## config.mk

```make
export PLATFORM = sky130hd
export DESIGN_NAME = lpc_dec
export DESIGN_NICKNAME = d
export VERILOG_FILES = /design/src/rtl/lpc_dec.sv
export SDC_FILE = /design/constraint.sdc
export NUM_CORES = 2
export LEC_CHECK = 0
export BUFFER_PORTS_ARGS = -buffer_cell sky130_fd_sc_hd__buf_4
export CAP_MARGIN = 10
export CORE_MARGIN = 5
export CORE_UTILIZATION = 45
export CTS_BUF_LIST = sky130_fd_sc_hd__clkbuf_4 sky130_fd_sc_hd__clkbuf_8
export CTS_CLUSTER_DIAMETER = 200
export DETAILED_ROUTE_END_ITERATION = 8
export GPL_TIMING_DRIVEN = 0
export PLACE_DENSITY = 0.64
export SETUP_SLACK_MARGIN = 0.5
export SYNTH_ARGS = -nofsm -noshare
export SYNTH_HDL_FRONTEND = slang
export SYNTH_SLANG_ARGS = --single-unit
```

## constraint.sdc

```tcl
create_clock -name clk -period 21.8 [get_ports clk]
set_clock_uncertainty 0.1 [all_clocks]
set_input_delay 3.27 -clock clk [delete_from_list [all_inputs] [get_ports clk]]
set_output_delay 3.27 -clock clk [all_outputs]
set_load 0.05 [all_outputs]
```

## src/rtl/lpc_dec.sv

```systemverilog
// lpc_dec -- LPC speech synthesizer (decode side of the LPC encoder).
//
// Each accepted sample strobe builds one excitation value (an impulse train
// when the frame is voiced, +/- gain/4 LFSR noise when unvoiced). The value is
// passed through a 10th-order all-pole filter that uses a single time-shared
// multiplier, and one signed 16-bit sample comes out.
//
//   y[n] = round( (e << COEF_FRAC) - sum_{k=1..10} A_k * y[n-k] ) >> COEF_FRAC
//
// Ports
//   clk, rst         system clock, synchronous active-high reset
//   v                one-cycle sample request; ignored (overrun) while busy
//   coef_load        one-cycle strobe capturing A1..A10, voiced, freq_count,
//                    gain into the pending set
//   A1..A10          signed Q2.13 predictor coefficients
//   voiced           frame voicing flag
//   freq_count       pitch period in samples (0 forces unvoiced)
//   gain             signed excitation amplitude
//   y, vout          output sample and its one-cycle valid pulse
//   busy             high while a sample is in flight
//   overrun          one-cycle pulse when a v was dropped
//
// Optional feature (macro LPC_DEC_SAT_EN): the rounded result is clipped to
// the 16-bit range instead of wrapping, and a sticky sat_flag output records
// any clip.
//
// Handshake: v is a request with no ready. It is accepted only in IDLE. The
// result appears on y with vout high exactly 13 cycles after the accepting
// edge. A v seen while busy is discarded and flagged on overrun.
module lpc_dec #(
    parameter int          COEF_FRAC = 13,
    parameter int          ORDER     = 10,
    parameter logic [15:0] LFSR_SEED = 16'hACE1
) (
    input  logic               clk,
    input  logic               rst,
    input  logic               v,
    input  logic               coef_load,
    input  logic signed [15:0] A1,
    input  logic signed [15:0] A2,
    input  logic signed [15:0] A3,
    input  logic signed [15:0] A4,
    input  logic signed [15:0] A5,
    input  logic signed [15:0] A6,
    input  logic signed [15:0] A7,
    input  logic signed [15:0] A8,
    input  logic signed [15:0] A9,
    input  logic signed [15:0] A10,
    input  logic               voiced,
    input  logic [15:0]        freq_count,
    input  logic signed [15:0] gain,
    output logic signed [15:0] y,
    output logic               vout,
    output logic               busy,
`ifdef LPC_DEC_SAT_EN
    output logic               sat_flag,
`endif
    output logic               overrun
);

    typedef enum logic [1:0] {S_IDLE, S_EXC, S_MAC, S_OUT} state_t;

    state_t             state;
    logic        [3:0]  k;          // MAC tap index, 0-based (tap k+1)
    logic signed [39:0] acc;

    logic signed [15:0] a_in     [0:ORDER-1];
    logic signed [15:0] pend_a   [0:ORDER-1];
    logic signed [15:0] act_a    [0:ORDER-1];
    logic signed [15:0] hist     [0:ORDER-1];  // hist[i] = y[n-1-i]

    logic               pend_voiced, act_voiced;
    logic        [15:0] pend_freq,   act_freq;
    logic signed [15:0] pend_gain,   act_gain;

    logic        [15:0] pitch_cnt;
    logic        [15:0] lfsr;
    logic               fin;        // result sits in hist[0]; present it next cycle

    // Combinational datapath
    logic               voiced_eff;
    logic signed [15:0] gain_q;
    logic signed [15:0] e;
    logic        [15:0] pitch_nxt;
    logic signed [31:0] prod;
    logic signed [39:0] rnd;
    logic signed [39:0] r;
    logic signed [15:0] r16;
    logic               lfsr_fb;

    assign a_in[0] = A1;
    assign a_in[1] = A2;
    assign a_in[2] = A3;
    assign a_in[3] = A4;
    assign a_in[4] = A5;
    assign a_in[5] = A6;
    assign a_in[6] = A7;
    assign a_in[7] = A8;
    assign a_in[8] = A9;
    assign a_in[9] = A10;

    assign busy = (state != S_IDLE);

    // Fibonacci LFSR, taps 16,14,13,11, shifting toward bit 0.
    assign lfsr_fb = lfsr[0] ^ lfsr[2] ^ lfsr[3] ^ lfsr[5];

    assign prod = act_a[k] * hist[k];

    always_comb begin
        voiced_eff = act_voiced && (act_freq != 16'd0);
        gain_q     = act_gain >>> 2;
        e          = '0;
        pitch_nxt  = '0;
        if (voiced_eff) begin
            e = (pitch_cnt == 16'd0) ? act_gain : 16'sd0;
            // >= rather than == so a period shortened mid-stream restarts cleanly
            pitch_nxt = (pitch_cnt >= act_freq - 16'd1) ? 16'd0 : pitch_cnt + 16'd1;
        end else begin
            e = lfsr[0] ? gain_q : -gain_q;
        end
    end

    always_comb begin
        rnd = acc + (40'sd1 <<< (COEF_FRAC - 1));
        r   = rnd >>> COEF_FRAC;
`ifdef LPC_DEC_SAT_EN
        if (r > 40'sd32767)
            r16 = 16'sh7FFF;
        else if (r < -40'sd32768)
            r16 = -16'sh8000;
        else
            r16 = r[15:0];
`else
        r16 = r[15:0];
`endif
    end

`ifndef LPC_DEC_SAT_EN
    // High bits of r are simply dropped by the two's-complement wrap.
    logic unused_r_hi;
    assign unused_r_hi = ^r[39:16];
`endif

    always_ff @(posedge clk) begin
        if (rst) begin
            state       <= S_IDLE;
            k           <= '0;
            acc         <= '0;
            y           <= '0;
            vout        <= 1'b0;
            overrun     <= 1'b0;
            fin         <= 1'b0;
            pitch_cnt   <= '0;
            lfsr        <= LFSR_SEED;
            pend_voiced <= 1'b0;
            act_voiced  <= 1'b0;
            pend_freq   <= '0;
            act_freq    <= '0;
            pend_gain   <= '0;
            act_gain    <= '0;
            for (int i = 0; i < ORDER; i++) begin
                pend_a[i] <= '0;
                act_a[i]  <= '0;
                hist[i]   <= '0;
            end
`ifdef LPC_DEC_SAT_EN
            sat_flag    <= 1'b0;
`endif
        end else begin
            overrun <= v && (state != S_IDLE);
            vout    <= fin;
            fin     <= 1'b0;
            if (fin)
                y <= hist[0];

            if (coef_load) begin
                pend_voiced <= voiced;
                pend_freq   <= freq_count;
                pend_gain   <= gain;
                for (int i = 0; i < ORDER; i++)
                    pend_a[i] <= a_in[i];
            end

            case (state)
                S_IDLE: begin
                    if (v) begin
                        // A coef_load in the same cycle wins over the pending set.
                        if (coef_load) begin
                            act_voiced <= voiced;
                            act_freq   <= freq_count;
                            act_gain   <= gain;
                            for (int i = 0; i < ORDER; i++)
                                act_a[i] <= a_in[i];
                        end else begin
                            act_voiced <= pend_voiced;
                            act_freq   <= pend_freq;
                            act_gain   <= pend_gain;
                            for (int i = 0; i < ORDER; i++)
                                act_a[i] <= pend_a[i];
                        end
                        state <= S_EXC;
                    end
                end
                S_EXC: begin
                    acc       <= {{24{e[15]}}, e} <<< COEF_FRAC;
                    pitch_cnt <= pitch_nxt;
                    lfsr      <= {lfsr_fb, lfsr[15:1]};
                    k         <= '0;
                    state     <= S_MAC;
                end
                S_MAC: begin
                    acc <= acc - {{8{prod[31]}}, prod};
                    k   <= k + 4'd1;
                    if (k == 4'(ORDER - 1))
                        state <= S_OUT;
                end
                S_OUT: begin
                    hist[0] <= r16;
                    for (int i = 1; i < ORDER; i++)
                        hist[i] <= hist[i-1];
`ifdef LPC_DEC_SAT_EN
                    if (r16 != r[15:0] || r > 40'sd32767 || r < -40'sd32768)
                        sat_flag <= 1'b1;
`endif
                    fin   <= 1'b1;
                    state <= S_IDLE;
                end
                default: state <= S_IDLE;
            endcase
        end
    end

endmodule
```

==> metrics.md <==
| Metric | Value |
|---|---|
| Result of the run | `finished, final reports clean` |
| Setup crit end kind | `register` |
| Critical path's slowest cell | `o21ai_1` |
| Total track usage | `0.221` |
| Synth Flop Type | `edfxtp_1` |
| Clock root buffer | `clkbuf_8` |
| CP Class | `register to register` |
| Nets | `4321` |
| Io pins | `approximately 220` |
| DRC Markers | `0` |
| Post-CTS Setup Inserts | `0` |
| Max-Cap Viols | `0` |
| Initial drt markers | `2197` |
| Placeable Area | `0.0854 mm²` |
| Slew HR | `0.224` |
| Slew at the pin with the worst max-slew slack | `1.16 ns` |
| DP Area | `0.0420 mm²` |
| Synth cell types | `76` |
| Final Slew Violations | `0` |
| EDFF count, synth | `480` |
| Synth area leader | `edfxtp_1` |
| Mean area per synthesized cell | `roughly 11 µm²` |
| Die height | `304 µm` |
| Crit path time final | `between 10 and 15 ns` |
| I/O Buffers | `around 210` |
| Synth top area share | `0.372` |
| Syn nets | `3996` |
| DR vias/cell | `5.26` |
| Initial antenna violation count | `2` |
| Fmax | `86.1 MHz` |
| Clock Tree Buf Depth | `3` |
| Mapped cell area | `0.0388 mm²` |
| Number of global-route vias before repair | `26600` |
| FILL cells | `7759` |
| CP peak stage delay | `0.62 ns` |
| Share of cells above drive strength 1 | `0.139` |
| Fin area | `approximately 0.044 mm²` |
| Cts bufs inserted | `104` |
| Post-route ant nets | `0` |
| Data arrival time of the critical path | `12.15 ns` |
| Global placement routability congestion | `0.919` |
| Commonest cells post-synth | `edfxtp_1, nor2_1, inv_1, and2_1, mux2i_1` |
| Initial Utilization | `0.454` |
| Family with the most delay on the worst path | `compound AO/OA/AOI/OAI gates` |
| Setup TNS | `0 ns` |
| Hold depth | `2` |
| Hold WC Path Type | `register to register` |
| Post-synthesis async set-or-reset flop share | `0` |
| Cts hold-fix bufs | `0` |
| Chip width | `304 µm` |
| Largest net degree at the start of global routing | `126` |
| Worst EP required | `22.33 ns` |
| Count leader, synth | `edfxtp_1` |
| Sequential fraction of the synthesis area | `0.452` |
| Period utilisation layout | `0.533` |
| WP buf/inv | `9` |
| Reg clk slew, reported paths | `~0.070 ns` |
| # resized after CTS | `0` |
| Area of the multi-input gates | `0.0193 mm²` |
| Unrepaired setup endpoints after global routing | `no` |
| Hold Crit Start | `acc[10]` |
| Area growth syn-to-layout | `13.6%` |
| Cells after synthesis | `~3400` |
| # setup viols final | `0` |
| Row cnt | `between 100 and 150` |
| Internal reg-to-reg setup slack | `10.18 ns` |
| TritonRoute pass-1 iters | `5` |
| Crit start category | `register` |
| Grt ovf | `0` |
| Capture point of the worst reg-to-reg path | `acc[27]` |
| Worst-Skew Late Latency | `0.72 ns` |
| DRT Wirelength | `102000 µm` |
| YS warnings | `0` |
| First-pass GRT wire length | `156000 µm` |
| WL/cell | `approximately 20 µm` |
| Top area cells in the synthesized netlist | `edfxtp_1, fa_1, dfxtp_1` |
| CTS tree | `yes` |
| R2r worst-path depth | `just over 40` |
| H-tree depth | `3` |
| Die area | `slightly above 0.09 mm²` |
| DP HPWL | `77900 µm` |
| Final Hold Viols | `0` |
| Post-synthesis register bit count | `636` |
| FF+latch area | `0.0175 mm²` |
| Min-Delay Endpoint | `acc[10]` |
| Via count | `roughly 26000` |
| Crit-path max FO | `10` |
| Sink Count | `636` |
| Final core occ | `0.516` |
metrics by stage:
stage	instances	hold WS (ns)	setup slack, ns
finish	4979	0.372	10.18
global route	4979	0.400	9.39
CTS	4978	0.373	10.06
detailed placement	4789	0.362	10.11
global placement	4784	0.356	10.21
floorplan	3426	0.341	12.13
sequential cells by signal, indices dropped and copies added, names as in the netlist, named ones only:
name / flops
pitch_cnt: 16
pend_voiced: 1
lfsr: 16
k: 4
act_gain: 16
state: 2
pend_freq: 16
pend_a: 160
vout: 1
hist: 160
act_a: 160
act_freq: 16
fin: 1
overrun: 1
y: 16
acc: 29
pend_gain: 16
act_voiced: 1
tightest hold or removal path, stage by stage (launching register included):
cell and delay [ns]:
dfxtp_1 0.31, nand2_1 0.06, a21oi_1 0.05
layout make-up:
type,count,share of cell area
Antenna cell,1,0.0000568
Buffer,176,0.0167
Clock buffer,152,0.0418
Clock inverter,37,0.00588
Inverter,329,0.0284
Multi-Input combinational cell,2285,0.437
Sequential cell,636,0.398
Tap cell,1144,0.0325
Timing Repair Buffer,219,0.0393
logic make-up after synthesis:
kind of cell,synth area share
buf+inv,0.0509
compound gates,0.0574
mux,0.107
xor+xnor,0.0244
simple gates,0.142
flops,0.452
fa+ha+maj,0.167
worst max path at each step:
stage / from / slack [ns] / cells after the start / to
finish: register / 10.18 / 41 / acc[27]
global route: register / 9.39 / 41 / acc[27]
CTS: register / 10.06 / 41 / acc[27]
detailed placement: register / 10.11 / 41 / acc[27]
global placement: register / 10.21 / 41 / acc[27]
floorplan: register / 12.13 / 41 / acc[27]
cells in the final DEF, fill, tap and decap left out, drive strengths merged, types with 23 or more instances in the layout:
master and count:
nand2b 47, ha 133, a21o 34, mux2i 242, xor2 52, a211oi 49, o21ai 83, nor3 25
inv 332, clkinv 28, mux2 24, fa 240, buf 278, and2 315, a21oi 82, xnor2 55
dfxtp 156, nand2 159, mux4 64, edfxtp 480, nor2 480, clkbuf 269, nor2b 23
layer usage:
metal | part of all wire | vias up | routed length (µm) | global-route usage
li1 | - | 12300 | - | -
met1 | 0.42 | 13000 | 42900 | 0.299
met2 | 0.49 | 786 | 50500 | 0.376
met3 | 0.059 | 153 | 6070 | 0.0354
met4 | 0.025 | 0 | 2530 | 0.0602
met5 | 0 | - | 0 | 0
Power is left out: the tool's default activity adds up to more than one toggle a clock period on the data nets, which glitch-free logic cannot reach.
